==> src/rtl/aes_spi_frontend.sv <==
// SPI slave front-end for an AES core: synchronised host inputs, frame capture with
// length checking, key retention across frames, start/done handshake and serial readback.
module aes_spi_frontend #(
  parameter int BLOCK_W     = 128,
  parameter int KEY_W       = 128,
  parameter int SYNC_STAGES = 2
) (
  input  logic               clk_i,
  input  logic               rst_i,
  input  logic               sck_i,
  input  logic               sdi_i,
  input  logic               load_i,
  output logic               sdo_o,
  output logic               done_o,
  output logic               frame_err_o,
  output logic               core_start_o,
  output logic [BLOCK_W-1:0] core_block_o,
  output logic [KEY_W-1:0]   core_key_o,
  input  logic               core_done_i,
  input  logic [BLOCK_W-1:0] core_result_i
);

  localparam int FRAME_W = BLOCK_W + KEY_W;
  localparam int CW      = $clog2(FRAME_W + 2);
  localparam logic [CW-1:0] CNT_FULL  = CW'(FRAME_W);
  localparam logic [CW-1:0] CNT_BLOCK = CW'(BLOCK_W);
  localparam logic [CW-1:0] CNT_SAT   = CW'(FRAME_W + 1);
  localparam logic [CW-1:0] CNT_LAST  = CW'(BLOCK_W - 1);

  typedef enum logic [2:0] {IDLE, SHIFT_IN, START, BUSY, SHIFT_OUT} state_t;

  logic [SYNC_STAGES-1:0] sck_sync_q, sdi_sync_q, load_sync_q;
  logic                   sck_prev_q, load_prev_q;
  logic                   sck_s, sdi_s, load_s;
  logic                   sck_rise, sck_fall, load_rise, load_fall;

  state_t                 state_q, state_d;
  logic [CW-1:0]          cnt_q, cnt_d;
  logic [FRAME_W-1:0]     sr_q, sr_d;
  logic [BLOCK_W-1:0]     out_q, out_d;
  logic [BLOCK_W-1:0]     block_q, block_d;
  logic [KEY_W-1:0]       key_q, key_d;
  logic                   key_valid_q, key_valid_d;
  logic                   frame_err_q, frame_err_d;

  always_ff @(posedge clk_i) begin
    if (rst_i) begin
      sck_sync_q  <= '0;
      sdi_sync_q  <= '0;
      load_sync_q <= '0;
      sck_prev_q  <= 1'b0;
      load_prev_q <= 1'b0;
    end else begin
      sck_sync_q  <= {sck_sync_q[SYNC_STAGES-2:0], sck_i};
      sdi_sync_q  <= {sdi_sync_q[SYNC_STAGES-2:0], sdi_i};
      load_sync_q <= {load_sync_q[SYNC_STAGES-2:0], load_i};
      sck_prev_q  <= sck_sync_q[SYNC_STAGES-1];
      load_prev_q <= load_sync_q[SYNC_STAGES-1];
    end
  end

  assign sck_s     = sck_sync_q[SYNC_STAGES-1];
  assign sdi_s     = sdi_sync_q[SYNC_STAGES-1];
  assign load_s    = load_sync_q[SYNC_STAGES-1];
  assign sck_rise  = sck_s & ~sck_prev_q;
  assign sck_fall  = ~sck_s & sck_prev_q;
  assign load_rise = load_s & ~load_prev_q;
  assign load_fall = ~load_s & load_prev_q;

  always_ff @(posedge clk_i) begin
    if (rst_i) begin
      state_q     <= IDLE;
      cnt_q       <= '0;
      sr_q        <= '0;
      out_q       <= '0;
      block_q     <= '0;
      key_q       <= '0;
      key_valid_q <= 1'b0;
      frame_err_q <= 1'b0;
    end else begin
      state_q     <= state_d;
      cnt_q       <= cnt_d;
      sr_q        <= sr_d;
      out_q       <= out_d;
      block_q     <= block_d;
      key_q       <= key_d;
      key_valid_q <= key_valid_d;
      frame_err_q <= frame_err_d;
    end
  end

  always_comb begin
    state_d     = state_q;
    cnt_d       = cnt_q;
    sr_d        = sr_q;
    out_d       = out_q;
    block_d     = block_q;
    key_d       = key_q;
    key_valid_d = key_valid_q;
    frame_err_d = frame_err_q;
    unique case (state_q)
      IDLE: begin
        if (load_rise) begin
          state_d     = SHIFT_IN;
          cnt_d       = '0;
          frame_err_d = 1'b0;
        end
      end
      SHIFT_IN: begin
        if (load_fall) begin
          if (cnt_q == CNT_FULL) begin
            block_d     = sr_q[FRAME_W-1:KEY_W];
            key_d       = sr_q[KEY_W-1:0];
            key_valid_d = 1'b1;
            state_d     = START;
          end else if (cnt_q == CNT_BLOCK && key_valid_q) begin
            block_d = sr_q[BLOCK_W-1:0];
            state_d = START;
          end else begin
            frame_err_d = 1'b1;
            state_d     = IDLE;
          end
        end else if (sck_rise) begin
          sr_d = {sr_q[FRAME_W-2:0], sdi_s};
          // Saturate one past a full frame so overlong frames stay distinguishable
          if (cnt_q != CNT_SAT) cnt_d = cnt_q + CW'(1);
        end
      end
      START: state_d = BUSY;
      BUSY: begin
        if (core_done_i) begin
          out_d   = core_result_i;
          cnt_d   = '0;
          state_d = SHIFT_OUT;
        end
      end
      SHIFT_OUT: begin
        if (load_rise) begin
          state_d     = SHIFT_IN;
          cnt_d       = '0;
          frame_err_d = 1'b0;
        end else if (sck_fall) begin
          out_d = {out_q[BLOCK_W-2:0], 1'b0};
          if (cnt_q == CNT_LAST) state_d = IDLE;
          else cnt_d = cnt_q + CW'(1);
        end
      end
      default: state_d = IDLE;
    endcase
  end

  assign core_start_o = (state_q == START);
  assign done_o       = (state_q == SHIFT_OUT);
  assign sdo_o        = done_o & out_q[BLOCK_W-1];
  assign frame_err_o  = frame_err_q;
  assign core_block_o = block_q;
  assign core_key_o   = key_q;

endmodule

==> config.mk <==
export PLATFORM = sky130hd
export DESIGN_NAME = aes_spi_frontend
export DESIGN_NICKNAME = d
export VERILOG_FILES = /design/src/rtl/aes_spi_frontend.sv
export SDC_FILE = /design/constraint.sdc
export NUM_CORES = 1
export LEC_CHECK = 0
export ABC_AREA = 1
export BUFFER_PORTS_ARGS = -buffer_cell sky130_fd_sc_hd__buf_2
export CORE_ASPECT_RATIO = 0.6
export CORE_UTILIZATION = 57
export DETAILED_ROUTE_END_ITERATION = 7
export PLACE_DENSITY = 0.83
export SYNTH_ARGS = -nofsm -noshare
export SYNTH_HDL_FRONTEND = slang
export SYNTH_SLANG_ARGS = --single-unit
==> constraint.sdc <==
create_clock -name clk_i -period 2.4 [get_ports clk_i]
set_input_delay 0.36 -clock clk_i [delete_from_list [all_inputs] [get_ports clk_i]]
set_output_delay 0.36 -clock clk_i [all_outputs]
set_load 0.01 [all_outputs]
==> results of run 1 <==
[cells by family after synthesis]
logic type | count (synthesis) | share of synthesized area (%)
and+or+nand+nor | 1665 | 23.5
buffers and inverters | 700 | 10.1
AOI/OAI and AO/OA | 912 | 17.0
DFF | 662 | 49.2
adders and majority gates | 3 | 0.139
[area by class of cell]
class | count | area, um^2 | share of cell area (%)
Sequential cell | 662 | 13300 | 42.2
Multi-Input combinational cell | 2580 | 11000 | 35.0
Timing Repair Buffer | 451 | 2810 | 8.93
Clock buffer | 80 | 1720 | 5.46
Inverter | 430 | 1630 | 5.17
Tap cell | 630 | 788 | 2.51
Clock inverter | 22 | 229 | 0.729
[sequential cells by signal (all words and copies together) (netlist names)]
name / count
core_key_o: 128
sr_q: 256
core_block_o: 128
out_q: 128
sck_prev_q: 1
sck_sync_q: 2
state_q: 3
key_valid_q: 1
load_sync_q: 2
load_prev_q: 1
frame_err_o: 1
sdi_sync_q: 2
cnt_q: 9
[where the power goes]
group	total, uW	switching [uW]	internal [uW]
sequential	12600	587	12000
combinational	5680	3750	1930
clock	9520	4120	5400
[final timing paths]
check,cells after the start,endpoint,startpoint
setup / recovery,5,sdo_o,state_q[0]
hold / removal,3,out_q[0],core_result_i[0]
setup reg to reg,9,core_block_o[10],cnt_q[0]
hold reg to reg,2,sck_sync_q[1],sck_sync_q[0]
[critical path, cell delays in order (launching register included)]
cell and delay (ns):
dfxtp_1 0.45, nor2_4 0.09, nand2_4 0.12, buf_16 0.39, nor2_1 0.07, buf_2 0.15
[metrics by stage]
step	cells	util [%]
2_1_floorplan	3942	-
3_3_place_gp	4750	63.3
3_5_place_dp	4750	63.3
4_1_cts	4855	67.6
5_1_grt	4855	67.6
6_report	4855	67.6
[synthesized netlist by cell type, types with 2 or more instances]
| cell | instances | area (um^2) |
|---|---|---|
| dfxtp_1 | 662 | 13300 |
| o21ai_1 | 2 | 10.0 |
| nor3_1 | 4 | 20.0 |
| a21oi_1 | 267 | 1340 |
| nand4_1 | 15 | 93.8 |
| ha_1 | 3 | 37.5 |
| clkbuf_1 | 189 | 709 |
| buf_1 | 8 | 30.0 |
| o21ai_0 | 642 | 3210 |
| buf_4 | 2 | 15.0 |
| nand3_1 | 17 | 85.1 |
| inv_2 | 5 | 18.8 |
| nand2_1 | 826 | 3100 |
| inv_1 | 425 | 1600 |
| nor2_1 | 799 | 3000 |
| buf_2 | 71 | 355 |
[repair_timing]
action / in CTS / in global routing
hold buffers: 3 / 0
endpoints found under the setup margin: 0 / 1
hold endpoints to repair: 3 / 0
resized for setup: 0 / 1
[per-layer routing]
layer	global-route usage, %	routed length [um]
met2	39.8	27600
met5	0	0
met4	9.24	2090
met3	3.24	3320
met1	38.0	31100
==> results.sh, run 1 <==
export IMPL_gp_congestion=0.875
export IMPL_syn_num_nets=4079
export IMPL_final_common_cell="nand2_1"
export IMPL_ys_seq_area_share_pct=49.2
export IMPL_portBuffers=393
export IMPL_synthDistinctLibCells=21
export IMPL_critPathKind="flip-flop to output port"
export IMPL_post_cts_buffers=0
export IMPL_grt_max_degree=131
export IMPL_setup_slack_ns=0.154
export IMPL_drc_errors=0
export IMPL_layout_drive_gt1_share_pct=13.3
export IMPL_vdd_drop_max_v=0.000737
export IMPL_setup_viol=0
export IMPL_avgViaCountPerCell=5.07
export IMPL_syn_inst=3942
export IMPL_crit_arrival_ns=1.89
export IMPL_p_leak_uw=0.0152
export IMPL_die_area_um2=48100
export IMPL_grt_pass1_vias=21700
export IMPL_async_flop_share_pct=0
export IMPL_finalHoldViolCount=0
export IMPL_cap_viol_max_count=0
export IMPL_yosysWarnings=0
export IMPL_ys_seq_elements=662
export IMPL_clk_pin_slew_ns=0.07
export IMPL_cp_end_kind="output port"
export IMPL_cp_max_fo=130
export IMPL_gr_usage_all_layers_pct=26.2
export IMPL_tightest_slew_ns=0.613
export IMPL_period_minus_slack_ns=2.25
export IMPL_rrSetupSlack_ns=0.27
export IMPL_cts_max_path_buffers=3
export IMPL_start_util_pct=57.9
export IMPL_ioPinCount=394
export IMPL_place_area_um2=29400
export IMPL_dp_slack_ns=0.285
export IMPL_htreeDepth=2
export IMPL_drtIter0Drc=2358
export IMPL_chipWidth_um=283
export IMPL_netlist_area_um2=26900
export IMPL_start_kind="flip-flop"
export IMPL_grt_ovfl_total=0
export IMPL_powerDensity_nw_per_um2=885
export IMPL_final_nets=4319
export IMPL_dp_hpwl_um=41000
export IMPL_firstDrtPassIters=6
export IMPL_tritoncts="yes"
export IMPL_design_area_um2=31400
export IMPL_syn2layout_area_growth_pct=16.7
export IMPL_status="finished clean"
export IMPL_setup_tns_ns=0
export IMPL_final_antenna_net_count=0
export IMPL_post_route_period_util_pct=93.6
export IMPL_most_common_layout_cells="nand2_1, nor2_1, dfxtp_1"
export IMPL_clock_latency_ns=0.59
export IMPL_via_count=24600
export IMPL_holdCritPathClass="input pin to flip-flop"
export IMPL_root_buffer="clkbuf_16"
export IMPL_finalClockSkew_ns=0.0156
export IMPL_core_um2=46500
export IMPL_die_y_um=170
export IMPL_design_power_total_uw=27800
export IMPL_maxSlewViolCount=0
export IMPL_worst_slew_margin_rel_pct=59.2
export IMPL_required_ns=2.04
export IMPL_cts_sinks=662
export IMPL_routed_wl_um=64100
export IMPL_synth_edff_count=0
export IMPL_n_fill_cell=3954
export IMPL_grt_pass1_wl_um=106000
export IMPL_wl_per_cell_um=13.2
export IMPL_antennaDiodeCount=0
export IMPL_rsz0062_at_grt="no"
export IMPL_cts_buffers=57
export IMPL_hold_ws_ns=0.0544
export IMPL_avgSynthCellArea_um2=6.83
export IMPL_antenna_found_initial=0
export IMPL_fmax_ghz=0.445
export IMPL_ys_flop_type="dfxtp_1"
export IMPL_rows=61
Note: power is estimated with default switching activity, not from simulation.
==> run 2, diff against run 1 <==
--- a/config.mk
+++ b/config.mk
@@ -5,7 +5,6 @@
 export SDC_FILE = /design/constraint.sdc
 export NUM_CORES = 1
 export LEC_CHECK = 0
-export ABC_AREA = 1
 export BUFFER_PORTS_ARGS = -buffer_cell sky130_fd_sc_hd__buf_2
 export CORE_ASPECT_RATIO = 0.6
 export CORE_UTILIZATION = 57
==> run 2 against run 1 <==
Against the previous run:
- sequential power down 13%
- fmax up 0.13%
- critical endpoint is now core_block_o[95]
- via count down 12%
- first-iteration DRC count down 17%
- cell count down 21%
- design area down 4.4%
- synthesized cell count down 25%
- clock power down 2.8%
==> results.sh, run 2 <==
export IMPL_cap_viol_max_count=0
export IMPL_period_minus_slack_ns=2.24
export IMPL_netlist_area_um2=25700
export IMPL_hold_ws_ns=0.0675
export IMPL_tritoncts="yes"
export IMPL_path_buf_inv=3
export IMPL_crit_family="buffers and inverters"
export IMPL_area_sequential_um2=13300
export IMPL_drtIter0Drc=1959
export IMPL_dp_hpwl_um=41600
export IMPL_fmax_ghz=0.446
export IMPL_setup_viol=0
export IMPL_syn_num_nets=3100
export IMPL_routed_wl_um=63200
export IMPL_synthDistinctLibCells=52
export IMPL_via_count=21700
export IMPL_synth_top_cell_by_area="dfxtp_1"
export IMPL_p_leak_uw=0.0114
export IMPL_cp_end_kind="flip-flop"
export IMPL_dr_max_layer_used="met4"
export IMPL_path_cells="inv_1, ha_1, nor4b_4, o211ai_1, nor2_4, buf_12, buf_12, nor2_1, a211oi_1"
export IMPL_htreeDepth=2
export IMPL_cp_max_fo=50
export IMPL_root_buffer="clkbuf_16"
export IMPL_most_common_layout_cells="nand2_1, dfxtp_1, a21oi_1"
export IMPL_final_common_cell="nand2_1"
export IMPL_crit_slowest_cell="dfxtp_1"
export IMPL_ys_flop_type="dfxtp_1"
export IMPL_powerDensity_nw_per_um2=691
export IMPL_synth_common_cells="nand2_1, dfxtp_1, a21oi_1"
export IMPL_grt_ovfl_total=0
export IMPL_required_ns=2.89
export IMPL_crit_arrival_ns=2.73
export IMPL_drt_met1_wl_um=28300
export IMPL_setup_slack_ns=0.157
export IMPL_vdd_drop_max_v=0.000485
export IMPL_chipWidth_um=276
export IMPL_crit_cells=9
export IMPL_finalClockSkew_ns=0.0218
export IMPL_n_fill_cell=3420
export IMPL_final_nets=3364
export IMPL_antennaDiodeCount=0
export IMPL_synth_edff_count=0
export IMPL_largest_register_ff_count=256
export IMPL_async_flop_share_pct=0
export IMPL_cp_common_cell="buf_12"
export IMPL_avgSynthCellArea_um2=8.67
export IMPL_clk_pin_slew_ns=0.07
export IMPL_regMostFlops="sr_q"
export IMPL_hold_depth=3
export IMPL_antenna_found_initial=0
export IMPL_syn_inst=2963
export IMPL_clock_latency_ns=0.59
export IMPL_cts_buffers=57
export IMPL_ioPinCount=394
export IMPL_gp_congestion=0.877
export IMPL_finalHoldViolCount=0
export IMPL_portBuffers=393
export IMPL_tightest_slew_ns=0.728
export IMPL_grt_pass1_wl_um=104000
export IMPL_grt_max_degree=124
export IMPL_maxSlewViolCount=0
export IMPL_core_um2=43800
export IMPL_max_stage_delay_ns=0.36
export IMPL_ys_seq_elements=662
export IMPL_syn2layout_area_growth_pct=16.9
export IMPL_status="finished clean"
export IMPL_start_util_pct=58.6
export IMPL_synth_area_leaders="dfxtp_1, nand2_1, mux2i_1"
export IMPL_firstDrtPassIters=6
export IMPL_multi_input_area_um2=11200
export IMPL_final_antenna_net_count=0
export IMPL_wl_met2_um=29400
export IMPL_grt_pass1_vias=20800
export IMPL_holdCritPathClass="input pin to flip-flop"
export IMPL_layout_drive_gt1_share_pct=17.9
export IMPL_wl_met3_um=3170
export IMPL_die_area_um2=45900
export IMPL_worst_slew_margin_rel_pct=51.3
export IMPL_critPathKind="flip-flop to flip-flop"
export IMPL_post_route_period_util_pct=93.4
export IMPL_cts_sinks=662
export IMPL_yosysWarnings=0
export IMPL_synth_top_cell_area_share_pct=51.6
export IMPL_avgViaCountPerCell=5.64
export IMPL_dp_slack_ns=0.0861
export IMPL_start_kind="flip-flop"
export IMPL_wl_per_cell_um=16.4
export IMPL_ys_seq_area_share_pct=51.6
export IMPL_r2r_cells=9
export IMPL_rows=59
export IMPL_cts_max_path_buffers=3
export IMPL_gr_usage_all_layers_pct=26.8
export IMPL_drc_errors=0
export IMPL_synthMostInstantiatedCell="nand2_1"
export IMPL_die_y_um=166
==> run 2: changes by cell type in the layout (fill, tap and decap cells not counted), moves of 17 or more <==
cell	before	now
nor2_1	798	267
mux2i_1	0	255
nand2_1	826	770
a211oi_2	0	17
a211oi_1	0	240
a21oi_1	267	395
inv_1	423	6
o21ai_0	642	4
==> run 2: per-stage QoR <==
stage               cell area [um^2]  setup TNS, ns  cells  util (%)  power (uW)
floorplan                      25700              0   2963         -       11500
global placement               28100              0   3744      64.1       11700
detailed placement             28100              0   3744      64.1       11700
CTS                            30000              0   3854      68.4       20900
global route                   30000       -0.00924   3854      68.5       21400
finish                         30000              0   3854      68.5       20800
==> run 2: report_power, final <==
group / internal, uW / switching, uW / total, uW
logic: 195 / 317 / 512
registers: 11000 / 6.27 / 11000
clock network: 5160 / 4090 / 9250
total: 16300 / 4420 / 20800
==> run 2: cell families after synthesis <==
logic type                 Yosys count  share of synthesized area [%]
DFF                                662                           51.6
muxes                              255                           9.94
AOI/OAI and AO/OA                  677                           16.3
buffers and inverters              258                           5.02
adders and majority gates            3                          0.146
and+or+nand+nor                   1108                           17.0
==> run 2: timing repair <==
item | in CTS | in global routing
gates resized for setup | 1 | 2
setup endpoints to repair | 1 | 27
hold buffers | 3 | 0
pin swaps | 0 | 1
hold endpoints to repair | 3 | 0
setup buffers | 0 | 1
==> run 2: layout make-up <==
cell class	instances	area share (%)
inverter	6	0.0750
sequential	662	44.1
timing repair buffer	457	9.75
clock inverter	23	0.708
clock buffer	84	5.56
multi-input combinational	2043	37.3
tap	579	2.41
==> run 2: layer usage <==
metal  GRT usage (%)  vias up
met4            10.2        0
met1            35.7    10300
met5               0        -
li1                -    10600
met2            44.2      663
met3            3.89      156
==> run 2: worst paths after layout <==
| check | startpoint | endpoint | slack [ns] |
|---|---|---|---|
| setup / recovery | cnt_q[0] | core_block_o[95] | 0.16 |
| hold / removal | core_result_i[0] | out_q[0] | 0.07 |
| setup reg to reg | cnt_q[0] | core_block_o[95] | 0.16 |
| hold reg to reg | load_sync_q[0] | load_sync_q[1] | 0.44 |
==> run 2: worst reg2reg max path, delay by kind of cell (launching register included) <==
kind            cells  cell delay (ns)
compound gates      2             0.47
simple gates        3             0.57
flops               1             0.36
fa+ha+maj           1             0.17
buf+inv             3             0.58
==> run 3, diff against run 2 <==
--- a/config.mk
+++ b/config.mk
@@ -10,6 +10,7 @@
 export CORE_UTILIZATION = 57
 export DETAILED_ROUTE_END_ITERATION = 7
 export PLACE_DENSITY = 0.83
+export RECOVER_POWER = 100
 export SYNTH_ARGS = -nofsm -noshare
 export SYNTH_HDL_FRONTEND = slang
 export SYNTH_SLANG_ARGS = --single-unit
==> run 3 against run 2 <==
Against the previous run:
- the flow now finishes with violations (capacitance limit, slew limit)
- flip-flop and latch count unchanged
- critical path depth decreased by 3
- power decreased by 0.15%
- worst setup slack got worse by 0.022 ns
- clock power about the same
- routed wire length about the same
- fmax decreased by 0.98%
- design area decreased by 1.3%
- die area unchanged
- first-iteration DRC count decreased by 7.4%
- non-clock buffer count unchanged
- cell count unchanged
==> results.sh, run 3 (synthesis results as in run 2) <==
export IMPL_routed_wl_um=63100
export IMPL_dp_hpwl_um=41600
export IMPL_setup_viol=0
export IMPL_setup_tns_ns=0
export IMPL_final_common_cell="nand2_1"
export IMPL_tightest_slew_ns=1.50
export IMPL_grt_max_degree=124
export IMPL_start_util_pct=58.6
export IMPL_comb_power_share_pct=2.4
export IMPL_vdd_drop_max_v=0.000483
export IMPL_crit_arrival_ns=2.78
export IMPL_violations="capacitance limit, slew limit"
export IMPL_die_area_um2=45900
export IMPL_switching_share_pct=21.2
export IMPL_drtIter0Drc=1814
export IMPL_power_share_clock_pct=44.5
export IMPL_post_route_period_util_pct=94.4
export IMPL_gp_congestion=0.877
export IMPL_cp_end_kind="flip-flop"
export IMPL_chipWidth_um=276
export IMPL_cts_max_path_buffers=3
export IMPL_powerDensity_nw_per_um2=699
export IMPL_cap_viol_max_count=1
export IMPL_area_sequential_um2=13300
export IMPL_hold_path_end="out_q[0]"
export IMPL_final_nets=3364
export IMPL_critPathKind="flip-flop to flip-flop"
export IMPL_layout_cells_non_filler=3854
export IMPL_regMostFlops="sr_q"
export IMPL_tritoncts="yes"
export IMPL_via_count=21600
export IMPL_root_buffer="clkbuf_16"
export IMPL_r2r_end="sr_q[44]"
export IMPL_finalClockSkew_ns=0.0212
export IMPL_switching_power_uw=4390
export IMPL_wl_per_cell_um=16.4
export IMPL_cts_sinks=662
export IMPL_worst_slew_margin_rel_pct=-0.0467
export IMPL_p_seq_share_pct=53.0
export IMPL_maxSlewViolCount=55
export IMPL_ioPinCount=394
export IMPL_cts_buffers=57
export IMPL_gr_usage_all_layers_pct=26.8
export IMPL_hold_depth=3
export IMPL_start_kind="flip-flop"
export IMPL_portBuffers=393
export IMPL_intPower_uw=16300
export IMPL_avgViaCountPerCell=5.61
export IMPL_rr_startpoint="state_q[0]"
export IMPL_fmax_ghz=0.442
export IMPL_r2r_cells=6
export IMPL_antenna_found_initial=0
export IMPL_grt_pass1_wl_um=104000
export IMPL_design_area_um2=29600
export IMPL_antennaDiodeCount=0
export IMPL_rows=59
export IMPL_multi_input_area_um2=11200
export IMPL_grt_pass1_vias=20800
export IMPL_clock_latency_ns=0.59
export IMPL_place_area_um2=28100
export IMPL_placed_cells=3744
export IMPL_holdCritPathClass="input pin to flip-flop"
export IMPL_core_um2=43800
export IMPL_rrSetupSlack_ns=0.14
export IMPL_grt_ovfl_total=0
export IMPL_period_minus_slack_ns=2.26
export IMPL_finalHoldViolCount=0
export IMPL_required_ns=2.92
export IMPL_p_leak_uw=0.0102
export IMPL_firstDrtPassIters=6
export IMPL_die_y_um=166
export IMPL_layout_drive_gt1_share_pct=9.95
export IMPL_largest_register_ff_count=256
export IMPL_drc_errors=0
export IMPL_fin_util_pct=67.6
export IMPL_status="finished with violations"
export IMPL_cp_max_fo=56
export IMPL_most_common_layout_cells="nand2_1, dfxtp_1, a21oi_1"
export IMPL_hp_start="core_result_i[0]"
export IMPL_htreeDepth=2
export IMPL_syn2layout_area_growth_pct=15.4
export IMPL_final_antenna_net_count=0
export IMPL_design_power_total_uw=20700
export IMPL_clk_pin_slew_ns=0.07
export IMPL_n_fill_cell=3570
[run 3: what timing repair did]
action                                 in CTS  in global routing
setup endpoints to repair                   1                 27
hold buffers                                3                  0
pin swaps                                   0                  1
resized for setup                           1                  2
setup buffers                               0                  1
endpoints found under the hold margin       3                  0
[run 3: area by class of cell]
| type | instances | share of cell area (%) |
|---|---|---|
| clock buffer | 84 | 5.64 |
| clock inverter | 23 | 0.718 |
| inverter | 6 | 0.0760 |
| multi-input combinational | 2043 | 37.8 |
| sequential | 662 | 44.7 |
| tap | 579 | 2.44 |
| timing repair buffer | 457 | 8.61 |
[run 3: metal layers]
metal | global-route usage (%) | share of wire, % | up-vias | wire, um
li1 | - | - | 10600 | -
met1 | 35.7 | 45 | 10200 | 28200
met2 | 44.2 | 46 | 659 | 29300
met3 | 3.89 | 5.3 | 156 | 3320
met4 | 10.2 | 3.7 | 0 | 2340
met5 | 0 | 0 | - | 0
[run 3: worst max-delay path: stages (launching register included)]
cell and delay (ns):
dfxtp_1 0.54, or3b_1 0.47, nor2_1 0.27, buf_4 0.24
buf_6 0.38, nand2_1 0.14, a21oi_1 0.14
[run 3: worst max path at each step]
| stage | end | startpoint | slack (ns) | cells past startpoint |
|---|---|---|---|---|
| 6_report | sr_q[44] | state_q[0] | 0.14 | 6 |
| 5_1_grt | core_block_o[91] | cnt_q[0] | -0.009 | 9 |
| 4_1_cts | sdo_o | state_q[0] | 0.03 | 5 |
| 3_5_place_dp | core_block_o[95] | cnt_q[0] | 0.09 | 9 |
| 3_3_place_gp | core_block_o[83] | cnt_q[0] | 0.22 | 9 |
| 2_1_floorplan | core_block_o[110] | cnt_q[0] | 0.58 | 8 |
[run 3: per-stage QoR]
stage | hold slack (ns) | worst slack (ns)
2_1_floorplan | 0.414 | 0.584
3_3_place_gp | 0.418 | 0.219
3_5_place_dp | 0.426 | 0.0861
4_1_cts | 0.0414 | 0.0347
5_1_grt | 0.0620 | -0.00869
6_report | 0.0728 | 0.135
[run 3: power by group through the flow]
stage / sequential [uW] / combinational, uW / clock [uW]
3_3_place_gp: 11200 / 484 / 0
4_1_cts: 11000 / 507 / 9420
6_report: 11000 / 503 / 9230
2_1_floorplan: 11200 / 287 / 0
3_5_place_dp: 11200 / 500 / 0
5_1_grt: 11000 / 546 / 9890
